File: src/rtl/uart_frame_loader.sv
// Parses a framed image upload from the UART byte stream (sync, 16-bit W/H header,
// pixel payload, XOR checksum) and writes pixels row-major into the image buffer.
module uart_frame_loader #(
  parameter int unsigned ADDR_W         = 16,
  parameter int unsigned MAX_WIDTH      = 256,
  parameter int unsigned MAX_HEIGHT     = 256,
  parameter logic [7:0]  SYNC_BYTE      = 8'hA5,
  parameter int unsigned TIMEOUT_CYCLES = 1000000
) (
  input  logic              clk,
  input  logic              rst,
  input  logic [7:0]        rx_byte,
  input  logic              rx_done,
  output logic              mem_we,
  output logic [ADDR_W-1:0] mem_addr,
  output logic [7:0]        mem_wdata,
  output logic [15:0]       img_width,
  output logic [15:0]       img_height,
  output logic              busy,
  output logic              frame_done,
  output logic              frame_err,
  output logic [1:0]        err_code
);

  typedef enum logic [1:0] {StIdle, StHdr, StPix, StChk} state_e;

  localparam logic [1:0] ErrDim      = 2'd1;
  localparam logic [1:0] ErrChecksum = 2'd2;
  localparam logic [1:0] ErrTimeout  = 2'd3;

  localparam logic [31:0] TmoLast = 32'(TIMEOUT_CYCLES - 1);

  state_e      state_q, state_d;
  logic [1:0]  hdr_idx_q, hdr_idx_d;
  logic [31:0] pix_idx_q, pix_idx_d;
  logic [31:0] pix_total_q, pix_total_d;
  logic [7:0]  csum_q, csum_d;
  logic [31:0] tmo_q, tmo_d;

  logic              mem_we_d;
  logic [ADDR_W-1:0] mem_addr_d;
  logic [7:0]        mem_wdata_d;
  logic [15:0]       img_width_d, img_height_d;
  logic              busy_d, frame_done_d, frame_err_d;
  logic [1:0]        err_code_d;

  logic [15:0] hdr_h;

  always_comb begin
    state_d      = state_q;
    hdr_idx_d    = hdr_idx_q;
    pix_idx_d    = pix_idx_q;
    pix_total_d  = pix_total_q;
    csum_d       = csum_q;
    mem_we_d     = 1'b0;
    mem_addr_d   = mem_addr;
    mem_wdata_d  = mem_wdata;
    img_width_d  = img_width;
    img_height_d = img_height;
    frame_done_d = 1'b0;
    frame_err_d  = 1'b0;
    err_code_d   = err_code;
    hdr_h        = {rx_byte, img_height[7:0]};

    // Any received byte restarts the inter-byte timer.
    if (state_q == StIdle || rx_done) begin
      tmo_d = '0;
    end else begin
      tmo_d = tmo_q + 32'd1;
    end

    unique case (state_q)
      StIdle: begin
        if (rx_done && rx_byte == SYNC_BYTE) begin
          state_d   = StHdr;
          hdr_idx_d = 2'd0;
        end
      end

      StHdr: begin
        if (rx_done) begin
          hdr_idx_d = hdr_idx_q + 2'd1;
          unique case (hdr_idx_q)
            2'd0: img_width_d[7:0]   = rx_byte;
            2'd1: img_width_d[15:8]  = rx_byte;
            2'd2: img_height_d[7:0]  = rx_byte;
            2'd3: img_height_d[15:8] = rx_byte;
            default: ;
          endcase
          if (hdr_idx_q == 2'd3) begin
            if (img_width == 16'd0 || hdr_h == 16'd0 ||
                {16'd0, img_width} > MAX_WIDTH || {16'd0, hdr_h} > MAX_HEIGHT) begin
              state_d     = StIdle;
              frame_err_d = 1'b1;
              err_code_d  = ErrDim;
            end else begin
              state_d     = StPix;
              pix_total_d = 32'(img_width) * 32'(hdr_h);
              pix_idx_d   = '0;
              mem_addr_d  = '0;
              csum_d      = '0;
            end
          end
        end
      end

      StPix: begin
        if (rx_done) begin
          mem_we_d    = 1'b1;
          mem_addr_d  = pix_idx_q[ADDR_W-1:0];
          mem_wdata_d = rx_byte;
          csum_d      = csum_q ^ rx_byte;
          pix_idx_d   = pix_idx_q + 32'd1;
          if (pix_idx_q == pix_total_q - 32'd1) begin
            state_d = StChk;
          end
        end
      end

      StChk: begin
        if (rx_done) begin
          state_d = StIdle;
          if (rx_byte == csum_q) begin
            frame_done_d = 1'b1;
          end else begin
            frame_err_d = 1'b1;
            err_code_d  = ErrChecksum;
          end
        end
      end

      default: state_d = StIdle;
    endcase

    // A byte arriving on the expiry cycle takes precedence over the timeout.
    if (state_q != StIdle && !rx_done && tmo_q == TmoLast) begin
      state_d     = StIdle;
      frame_err_d = 1'b1;
      err_code_d  = ErrTimeout;
      tmo_d       = '0;
    end

    busy_d = (state_d != StIdle);
  end

  always_ff @(posedge clk) begin
    if (rst) begin
      state_q     <= StIdle;
      hdr_idx_q   <= '0;
      pix_idx_q   <= '0;
      pix_total_q <= '0;
      csum_q      <= '0;
      tmo_q       <= '0;
      mem_we      <= 1'b0;
      mem_addr    <= '0;
      mem_wdata   <= '0;
      img_width   <= '0;
      img_height  <= '0;
      busy        <= 1'b0;
      frame_done  <= 1'b0;
      frame_err   <= 1'b0;
      err_code    <= '0;
    end else begin
      state_q     <= state_d;
      hdr_idx_q   <= hdr_idx_d;
      pix_idx_q   <= pix_idx_d;
      pix_total_q <= pix_total_d;
      csum_q      <= csum_d;
      tmo_q       <= tmo_d;
      mem_we      <= mem_we_d;
      mem_addr    <= mem_addr_d;
      mem_wdata   <= mem_wdata_d;
      img_width   <= img_width_d;
      img_height  <= img_height_d;
      busy        <= busy_d;
      frame_done  <= frame_done_d;
      frame_err   <= frame_err_d;
      err_code    <= err_code_d;
    end
  end

endmodule
File: config.mk
export PLATFORM = sky130hd
export DESIGN_NAME = uart_frame_loader
export DESIGN_NICKNAME = d
export VERILOG_FILES = /design/src/rtl/uart_frame_loader.sv
export SDC_FILE = /design/constraint.sdc
export NUM_CORES = 1
export LEC_CHECK = 0
export BUFFER_PORTS_ARGS = -buffer_cell sky130_fd_sc_hd__buf_2
export CORE_UTILIZATION = 40
export CTS_BUF_LIST = sky130_fd_sc_hd__clkbuf_4 sky130_fd_sc_hd__clkbuf_8
export DETAILED_ROUTE_END_ITERATION = 8
export REMOVE_ABC_BUFFERS = 1
export SKIP_CTS_REPAIR_TIMING = 1
export SYNTH_ARGS = -nofsm -noshare
export SYNTH_HDL_FRONTEND = slang
export SYNTH_SLANG_ARGS = --single-unit
File: constraint.sdc
create_clock -name clk -period 8.1 [get_ports clk]
set_clock_uncertainty 0.15 [all_clocks]
set_input_delay 1.215 -clock clk [delete_from_list [all_inputs] [get_ports clk]]
set_output_delay 1.215 -clock clk [all_outputs]
set_load 0.05 [all_outputs]
======== Word-level counts from Yosys, hierarchy flattened ========
Cells that the tools add are included.
word-level totals
  input port bits ......................... 11
  bits in registers ....................... 170
  output and inout port bits .............. 62
  logic and storage cells ................. 121
operators by class
  add/sub/neg operators ................... 4
  order comparisons ....................... 2
  mux-type cells .......................... 43
  $mul .................................... 1
  reductions and logical operators ........ 29
  bitwise gates (word level) .............. 5
  equality and inequality tests ........... 20
operators with widths
  operator                 number
  $mux W32                 4
  $add A32 B1 Y32 const B  2
  $mux W16                 4
  $pmux W32 S2             1
  $eq A32 B20 Y1 const B   1
  $eq A32 B32 Y1           1
  $gt A16 B9 Y1 const B    2
  $logic_not A16 Y1        2
  $mul A16 B16 Y32         1
  $mux W2                  16
  $mux W8                  4
  $pmux W16 S2             1
  $sub A32 B1 Y32 const B  1
  $pmux W8 S2              1
  $ne A3 B3 Y1 const B     5
  $reduce_and A3 Y1        5
  $eq A2 B2 Y1 const B     4
  $eq A8 B8 Y1             1
  $eq A8 B8 Y1 const B     1
  $mux W1                  8
  $ne A2 B2 Y1 const B     4
  $pmux W2 S2              2
  $pmux W2 S4              1
  $reduce_bool A2 Y1       4
  17 further kinds         28

======== Logic depth before layout (Yosys ltp) ========
Gate-level depths: netlist of run 1.
  word-level depth ........................ 10
  depth in mapped cells ................... 25
  mapped depth without buffers ............ 22

======== Worst setup path before layout of run 1 ========
OpenSTA, ideal clock, no wires.
  path kind ............................... in2reg
  start point ............................. in rx_byte[0]
  end point ............................... reg pix_total_q[31]
  setup time .............................. 0.131 ns
  stages .................................. 24
  data arrival time ....................... 6.938 ns
  path buffers ............................ 3
  slack ................................... 0.881 ns
  path through ............................ clkbuf_1 -> clkbuf_1 -> nand2_1 -> fa_1 -> inv_1 -> fa_1 -> inv_1 -> fa_1 -> inv_1 -> fa_1 -> fa_1 -> inv_1 -> fa_1 -> inv_1 -> ha_1 -> clkbuf_1 -> and3_1 -> o21a_1 -> a311oi_1 -> a21oi_1 -> a31o_2 -> a211oi_1 -> mux2i_1 -> nor3_1
on the way
  word-level cells in the longest chain between the ends .. 6
ends and longest elaborated chain
  item                                                                      RTL line  source
  start, declared                                                           12        input logic [7:0] rx_byte,
  parallel branches: the longest is 6 deep, another holds $mul A16 B16 Y32  -
  end signal, assigned                                                      167       pix_total_q <= pix_total_d;
  end, declared                                                             36        logic [31:0] pix_total_q, pix_total_d;
Parallel ways; which one is timed is not known.
A chain may end at the register's enable or synchronous reset.

======== Final worst setup path of run 1 ========
  start point ............................. reg img_width[6]
  end point ............................... reg pix_total_q[31]
on the way
  word-level cells in the longest chain between the ends .. 6
ends and longest elaborated chain
  item                                                                      RTL line  source
  start, declared                                                           17        output logic [15:0] img_width,
  start signal, assigned                                                    173       img_width <= img_width_d;
  parallel branches: the longest is 6 deep, another holds $mul A16 B16 Y32  -
Parallel ways; which one is timed is not known.

==> out/metrics.yaml, run 1 <==
grt_pass1_wl_mm: 74.13
yosysSeqAreaShare: 0.2060
synthCells: 2018
rsz0062_at_grt: "false"
p_leak_nw: 7.936
start_util: 0.4047
first_pass_iters: 6
met3_length_mm: 2.187
layout.nets: 2341
syn_to_final_growth_pct: 7.671
wl_met2_mm: 21.14
synth.largest_area_cell: "fa_1"
wl_mm: 44.08
gp_congestion: 0.8717
die_x_um: 205.2
root_buffer: "clkbuf_8"
clkLatencyLatePin_ns: 0.49
path_clk_slew_ns: 0.10
die-height_um: 205.2
cts_inserted_buffers: 17
io_buffers: 72
syn_area_per_cell_um2: 8.188
drtIter0Drc: 818
ys_ff_latch: 170
grt_pass1_vias: 14223
cts.sinks: 170
synth.top_cell.area_share: 0.2350
start_kind: "flop"
wl_per_cell_um: 17.14
crit_type: "flop to flop"
period_minus_slack_ns: 7.055
hold_viol_final: 0
placeableCoreArea_mm2: 0.04083
power_density_mw_per_mm2: 87.97
r2r_setup_slack_ns: 1.05
drive_above_1_share: 0.07409
max-vdd-ir-drop_mv: 0.1039
drv_slew: 0
register_area_mm2: 0.003403
finalSetupViolations: 0
dieArea_mm2: 0.04213
n_fill_cell: 4086
antenna_found_initial: 0
syn-cell-area_mm2: 0.01652
drtAntennaViolNets: 0
grt_start_max_net_pins: 73
cts.path.max_buffers: 2
vias: 13717
whs_ns: 0.3040
drc: 0
track_usage: 0.2236
cp_max_fo: 19
status: "completed"
async_flop_share: 0
hpwl_mm: 33.44
maxCapViolCount: 0
post-route-period-util: 0.8710
topRoutingLayerUsed: "met4"
ys.warnings.count: 0
p_total_w: 0.001565
fmax_ghz: 0.1417
setup_tns_ns: 0
hold_class: "flop to flop"
synthDistinctLibCells: 69
htreeDepth: 4
grt_overflow: 0
io_pins: 73
vias_per_cell: 5.335
synth_area_leaders: "fa_1 24%, dfxtp_1 21%, ha_1 8.4%"
wl_met1_mm: 19.87
arrival_ns: 7.26
required_ns: 8.31
synth_ff_type: "dfxtp_1"
crit_path_end_kind: "flop"
multi_input_area_mm2: 0.01176
worstMarginPinSlew_ns: 1.140
synth-edff-count: 0
slew_headroom: 0.2400
cts_tree: "built"
std_cell_rows: 74
==> synthesized netlist by cell type, drive strengths merged (3+ instances only) <==
library cell,n
a211oi,12
a21boi,3
a21o,12
a21oi,131
a22oi,3
a311oi,3
a31o,4
a31oi,6
and2,123
and3,24
and4,6
buf,8
clkbuf,106
dfxtp,170
fa,194
ha,111
inv,247
mux2i,5
nand2,325
nand2b,7
nand3,49
nand3b,7
nand4,22
nor2,120
nor2b,4
nor3,34
nor3b,3
nor4,30
nor4b,5
o211ai,9
o21a,6
o21ai,50
o21bai,6
or2,4
or3,27
or4,6
xnor2,62
xor2,46
==> registers in the layout (all words and copies together) (netlist names) <==
register,count
frame_done,1
pix_idx_q,32
state_q,2
img_height,16
mem_wdata,8
hdr_idx_q,2
mem_addr,16
csum_q,8
tmo_q,32
img_width,16
err_code,2
busy,1
pix_total_q,32
frame_err,1
mem_we,1
==> area by class of cell <==
| type | count | area share |
|---|---|---|
| multi-input combinational | 1487 | 0.6612 |
| sequential | 170 | 0.1913 |
| inverter | 247 | 0.05211 |
| tap | 532 | 0.03741 |
| timing repair buffer | 102 | 0.03305 |
| clock buffer | 20 | 0.01512 |
| clock inverter | 12 | 0.009705 |
| antenna | 1 | 0.0001407 |
==> stage by stage <==
step                      utilization  area, um^2  setup WS (ns)  cells
after floorplan                     -       16090          1.434   1904
after detailed placement       0.4248       17350         0.6348   2538
after CTS                      0.4357       17790          1.100   2570
final                          0.4357       17790          1.045   2571
after global placement         0.4248       17350         0.6917   2538
after global routing           0.4357       17790         0.7019   2570
==> cells by family after synthesis <==
group                      synth area share
AOI/OAI and AO/OA                   0.09549
xor gates and xnor gates            0.05725
adders and majority gates            0.3191
buffers and inverters               0.08261
DFF                                  0.2060
muxes                              0.003029
and+or+nand+nor                      0.2366
==> placed cells by master, fill, tap and decap left out, drive strengths merged, types with 34 or more instances in the layout <==
cell,Yosys,routed
a21oi,131,131
and2,123,123
buf,8,102
dfxtp,170,170
fa,194,194
ha,111,111
inv,247,254
nand2,325,325
nand3,49,49
nor2,120,120
nor3,34,34
o21ai,50,50
xnor2,62,62
xor2,46,46
==> layer usage <==
layer  track usage  vias to the layer above
met3       0.03294                       59
met4       0.05926                        0
met1        0.2969                     6820
met5             0                        -
met2        0.3786                      317
li1              -                     6521
==> final timing paths <==
check                    end  depth (start not counted)         start
max          pix_total_q[31]                         21  img_width[6]
min             mem_wdata[5]                          2  mem_wdata[5]
max reg2reg  pix_total_q[31]                         21  img_width[6]
min reg2reg     mem_wdata[5]                          2  mem_wdata[5]
==> report_power, final <==
part           internal [W]  switching, W  total (W)
Clock              0.000335      0.000351   0.000687
Combinational    0.00000827     0.0000349  0.0000432
Sequential         0.000835   0.000000210   0.000835
Total               0.00118      0.000386    0.00156
==> critical path, stage by stage (launching register included) <==
cell,delay [ns]
dfxtp_1,1.02
nand2_1,0.18
fa_1,0.55
inv_1,0.06
fa_1,0.50
inv_1,0.05
fa_1,0.52
inv_1,0.05
fa_1,0.47
fa_1,0.50
inv_1,0.05
fa_1,0.47
inv_1,0.04
ha_1,0.38
and3_1,0.23
o21a_1,0.17
a311oi_1,0.41
a21oi_1,0.24
a31o_2,0.34
a211oi_1,0.28
mux2i_1,0.23
nor3_1,0.05
Power figures use the tool's default switching activity.
==> run 2: changes to the inputs <==
Clock period 8.1 ns to 6.9 ns, I/O delays scaled along.
==> out/metrics.yaml, run 2 (synthesized netlist as in run 1, its figures left out) <==
dieArea_mm2: 0.04213
gp_congestion: 0.8846
n_antenna_cell: 0
cts.sinks: 170
hold_viol_final: 0
cts_inserted_buffers: 17
clkLatencyLatePin_ns: 0.50
cp_max_fo: 14
hold_class: "flop to flop"
wl_mm: 43.40
postLayoutCoreUtil: 0.4424
regToRegStartpoint: "img_width[9]"
grt_pass1_wl_mm: 73.90
maxCapViolCount: 0
critical_path.top_delay_family: "adder cells"
drtIter0Drc: 949
cp_cell_sequence: "nand2_1, fa_1, fa_1, inv_1, fa_1, inv_1, fa_1, fa_1, fa_1, inv_1, ha_1, nand2_1, o211ai_1, a311oi_1, buf_4, a21oi_1, a31o_2, a211oi_1, mux2i_1, nor3_1"
top_regs: "pix_idx_q x32, pix_total_q x32, tmo_q x32"
worstMarginPinSlew_ns: 1.181
p_total_w: 0.001831
die_x_um: 205.2
grt_overflow: 0
layout.nets: 2379
vias_per_cell: 5.282
die-height_um: 205.2
drc: 0
worst_r2r_path_depth: 20
cts.path.max_buffers: 2
hold_depth: 2
power_density_mw_per_mm2: 101.4
cpPeakStageDelay_ns: 0.78
drive_above_1_share: 0.09108
n_fill_cell: 4124
final_common_cell: "nand2_1"
crit_cells: 20
antenna_found_initial: 0
drtAntennaViolNets: 0
root_buffer: "clkbuf_8"
placeableCoreArea_mm2: 0.04083
cts_tree: "built"
first_pass_iters: 5
crit_path_end_kind: "flop"
grt_start_max_net_pins: 70
vias: 13769
path_clk_slew_ns: 0.10
cpMostUsedCell: "fa_1"
fmax_ghz: 0.1528
crit_type: "flop to flop"
io_buffers: 72
syn_to_final_growth_pct: 9.314
std_cell_rows: 74
cp-startpoint: "img_width[9]"
p_leak_nw: 8.117
period_minus_slack_ns: 6.546
drv_slew: 0
required_ns: 7.12
layout_common_cells: "325 x nand2_1, 247 x inv_1, 194 x fa_1"
min_from: "img_height[11]"
rsz0062_at_grt: "false"
timing.critical_path.buf_inv: 4
wl_per_cell_um: 16.65
hpwl_mm: 33.66
io_pins: 73
max-vdd-ir-drop_mv: 0.1248
slew_headroom: 0.2125
htreeDepth: 4
start_util: 0.4047
post-route-period-util: 0.9487
finalSetupViolations: 0
start_kind: "flop"
grt_pass1_vias: 14392
status: "completed"
cp_slowest_cell: "dfxtp_1"
track_usage: 0.2210
arrival_ns: 6.77
[run 2: changes by cell type in the layout (fill, tap and decap cells not counted), sizes merged]
cell / delta
buf: +38
clkbuf: -2
clkinv: +1
clkinvlp: +2
diode: -1
inv: -2
[run 2: through the flow]
step	hold slack (ns)	setup WS, ns	cell area [um^2]	setup TNS [ns]	cells
after CTS	0.3071	0.2631	18060	0	2607
after global placement	0.2908	-0.04212	17630	-0.04212	2576
after floorplan	0.2760	0.4135	16090	0	1904
final	0.3074	0.3542	18060	0	2607
after global routing	0.3377	0.07760	18060	0	2607
after detailed placement	0.2944	-0.03614	17630	-0.05721	2576
[run 2: path summary, 6_finish.rpt]
path / to / slack [ns]
max: pix_total_q[31] / 0.35
min: img_height[11] / 0.31
max reg2reg: pix_total_q[31] / 0.35
min reg2reg: img_height[11] / 0.31
[run 2: area by class of cell]
cell class / instances / area [um^2] / area share
repair buffers: 140 / 873.3 / 0.04835
multi-input cells: 1487 / 11760 / 0.6512
clock inverters: 13 / 181.4 / 0.01004
well taps: 532 / 665.6 / 0.03685
clock buffers: 18 / 247.7 / 0.01372
inverters: 247 / 927.1 / 0.05133
flip-flops and latches: 170 / 3405 / 0.1885
[run 2: tightest hold or removal path: stages (launching register included)]
cell and delay, ns:
dfxtp_1 0.32, nand2_1 0.05, a21oi_1 0.05
[run 2: power by group]
group	switching [W]	total [W]	internal [W]
registers	0.000000162	0.000980	0.000980
logic	0.0000416	0.0000545	0.0000129
clock network	0.000421	0.000796	0.000375
[run 2: metal layers]
| layer | vias to the layer above | global-route usage | wire [um] |
|---|---|---|---|
| li1 | 6579 | - | - |
| met1 | 6808 | 0.2947 | 19770 |
| met2 | 313 | 0.3681 | 20590 |
| met3 | 69 | 0.03025 | 2022 |
| met4 | 0 | 0.07275 | 1016 |
| met5 | - | 0 | 0 |
==> run 3: changes to the inputs <==
Settings changed: CORE_UTILIZATION 40 to 65, PLACE_DENSITY set to 0.84.
==> out/metrics.yaml, run 3 (synthesized netlist as in run 1, its figures left out) <==
grt_pass1_vias: 14809
worstMarginPinSlew_ns: 1.165
switchingPower_w: 0.0004993
drv_slew: 0
post-route-period-util: 0.9635
track_usage: 0.3407
grt_pass1_wl_mm: 71.21
io_buffers: 72
cts_inserted_buffers: 17
grt_overflow: 0
root_buffer: "clkbuf_8"
hold_viol_final: 0
top_regs: "pix_idx_q x32, pix_total_q x32, tmo_q x32"
max-vdd-ir-drop_mv: 0.1414
fmax_ghz: 0.1504
crit_path_end_kind: "flop"
die-height_um: 161.4
placeableCoreArea_mm2: 0.02460
first_pass_iters: 5
drc: 0
io_pins: 73
power_frac_seq: 0.556
drive_above_1_share: 0.08752
combPwrFrac: 0.032
setup_tns_ns: 0
period_minus_slack_ns: 6.648
n_antenna_cell: 0
power_density_mw_per_mm2: 99.57
antenna_found_initial: 1
die_x_um: 161.4
std_cell_rows: 57
cts.sinks: 170
path_clk_slew_ns: 0.11
finalNonFillerCells: 2392
status: "completed"
gp_congestion: 0.9108
start_kind: "flop"
swShare: 0.2829
cts_tree: "built"
vias: 14259
p_leak_nw: 8.066
hpwl_mm: 32.70
maxCapViolCount: 0
vias_per_cell: 5.961
final_common_cell: "nand2_1"
clkLatencyLatePin_ns: 0.48
cp_max_fo: 10
syn_to_final_growth_pct: 7.269
finalSetupViolations: 0
htreeDepth: 4
arrival_ns: 6.84
grt_start_max_net_pins: 67
cts.path.max_buffers: 2
dieArea_mm2: 0.02606
slew_headroom: 0.2235
postLayoutCoreUtil: 0.7204
placedCellCount: 2361
layout.nets: 2372
start_util: 0.6715
drtAntennaViolNets: 0
layout_common_cells: "325 x nand2_1, 247 x inv_1, 194 x fa_1"
design_area_mm2: 0.01772
wl_per_cell_um: 17.62
postPlaceCellArea_mm2: 0.01733
internal_power_w: 0.001266
drtIter0Drc: 1046
hold_class: "flop to flop"
power.share.clock: 0.412
required_ns: 7.09
wl_mm: 42.14
crit_type: "flop to flop"
[run 3: final timing paths]
kind                                    start               to  slack [ns]  depth (start not counted)
worst min register to register  img_height[8]    img_height[8]        0.31                          2
worst max register to register  img_width[10]  pix_total_q[31]        0.25                         20
worst min-delay path            img_height[8]    img_height[8]        0.31                          2
worst max-delay path            img_width[10]  pix_total_q[31]        0.25                         20
[run 3: through the flow]
step                hold WS, ns  total power [W]  setup slack (ns)
CTS                      0.3095         0.001766            0.3024
finish                   0.3082         0.001765            0.2520
floorplan                0.2760         0.001012            0.4135
global route             0.3242         0.001806         -0.002560
global placement         0.2911         0.001056           0.07042
detailed placement       0.2943         0.001058           0.02299
[run 3: cell type report]
| type | count | area, um^2 |
|---|---|---|
| multi-input cells | 1487 | 11760 |
| fillers | 1932 | 6880 |
| flip-flops and latches | 170 | 3403 |
| inverters | 247 | 927.1 |
| repair buffers | 133 | 833.3 |
| well taps | 324 | 405.4 |
| clock buffers | 17 | 234.0 |
| clock inverters | 14 | 158.9 |
[run 3: per-layer routing]
layer / track usage / up-vias / wire [um]
met5: 0 / - / 0
met4: 0.1595 / 0 / 1669
met3: 0.04854 / 148 / 2934
met2: 0.5891 / 582 / 20560
met1: 0.4199 / 6952 / 16970
li1: - / 6577 / -
[run 3: power by group through the flow]
stage | clock (W) | combinational (W) | sequential (W)
5_1_grt | 0.000766 | 0.0000590 | 0.000981
3_3_place_gp | 0 | 0.0000531 | 0.00100
4_1_cts | 0.000731 | 0.0000546 | 0.000981
3_5_place_dp | 0 | 0.0000543 | 0.00100
2_1_floorplan | 0 | 0.00000843 | 0.00100
6_report | 0.000727 | 0.0000569 | 0.000981
[run 3: worst max-delay path, stage by stage (launching register included)]
cell and delay (ns):
dfxtp_1 0.77, nand2_1 0.17, fa_1 0.57, fa_1 0.60, fa_1 0.47, fa_1 0.55, inv_1 0.05, fa_1 0.49
inv_1 0.05, fa_1 0.47, inv_1 0.04, ha_1 0.37, nand2_1 0.17, o211ai_1 0.13, a311oi_1 0.30, buf_4 0.17
a21oi_1 0.11, a31o_2 0.30, a211oi_1 0.26, mux2i_1 0.25, nor3_1 0.06
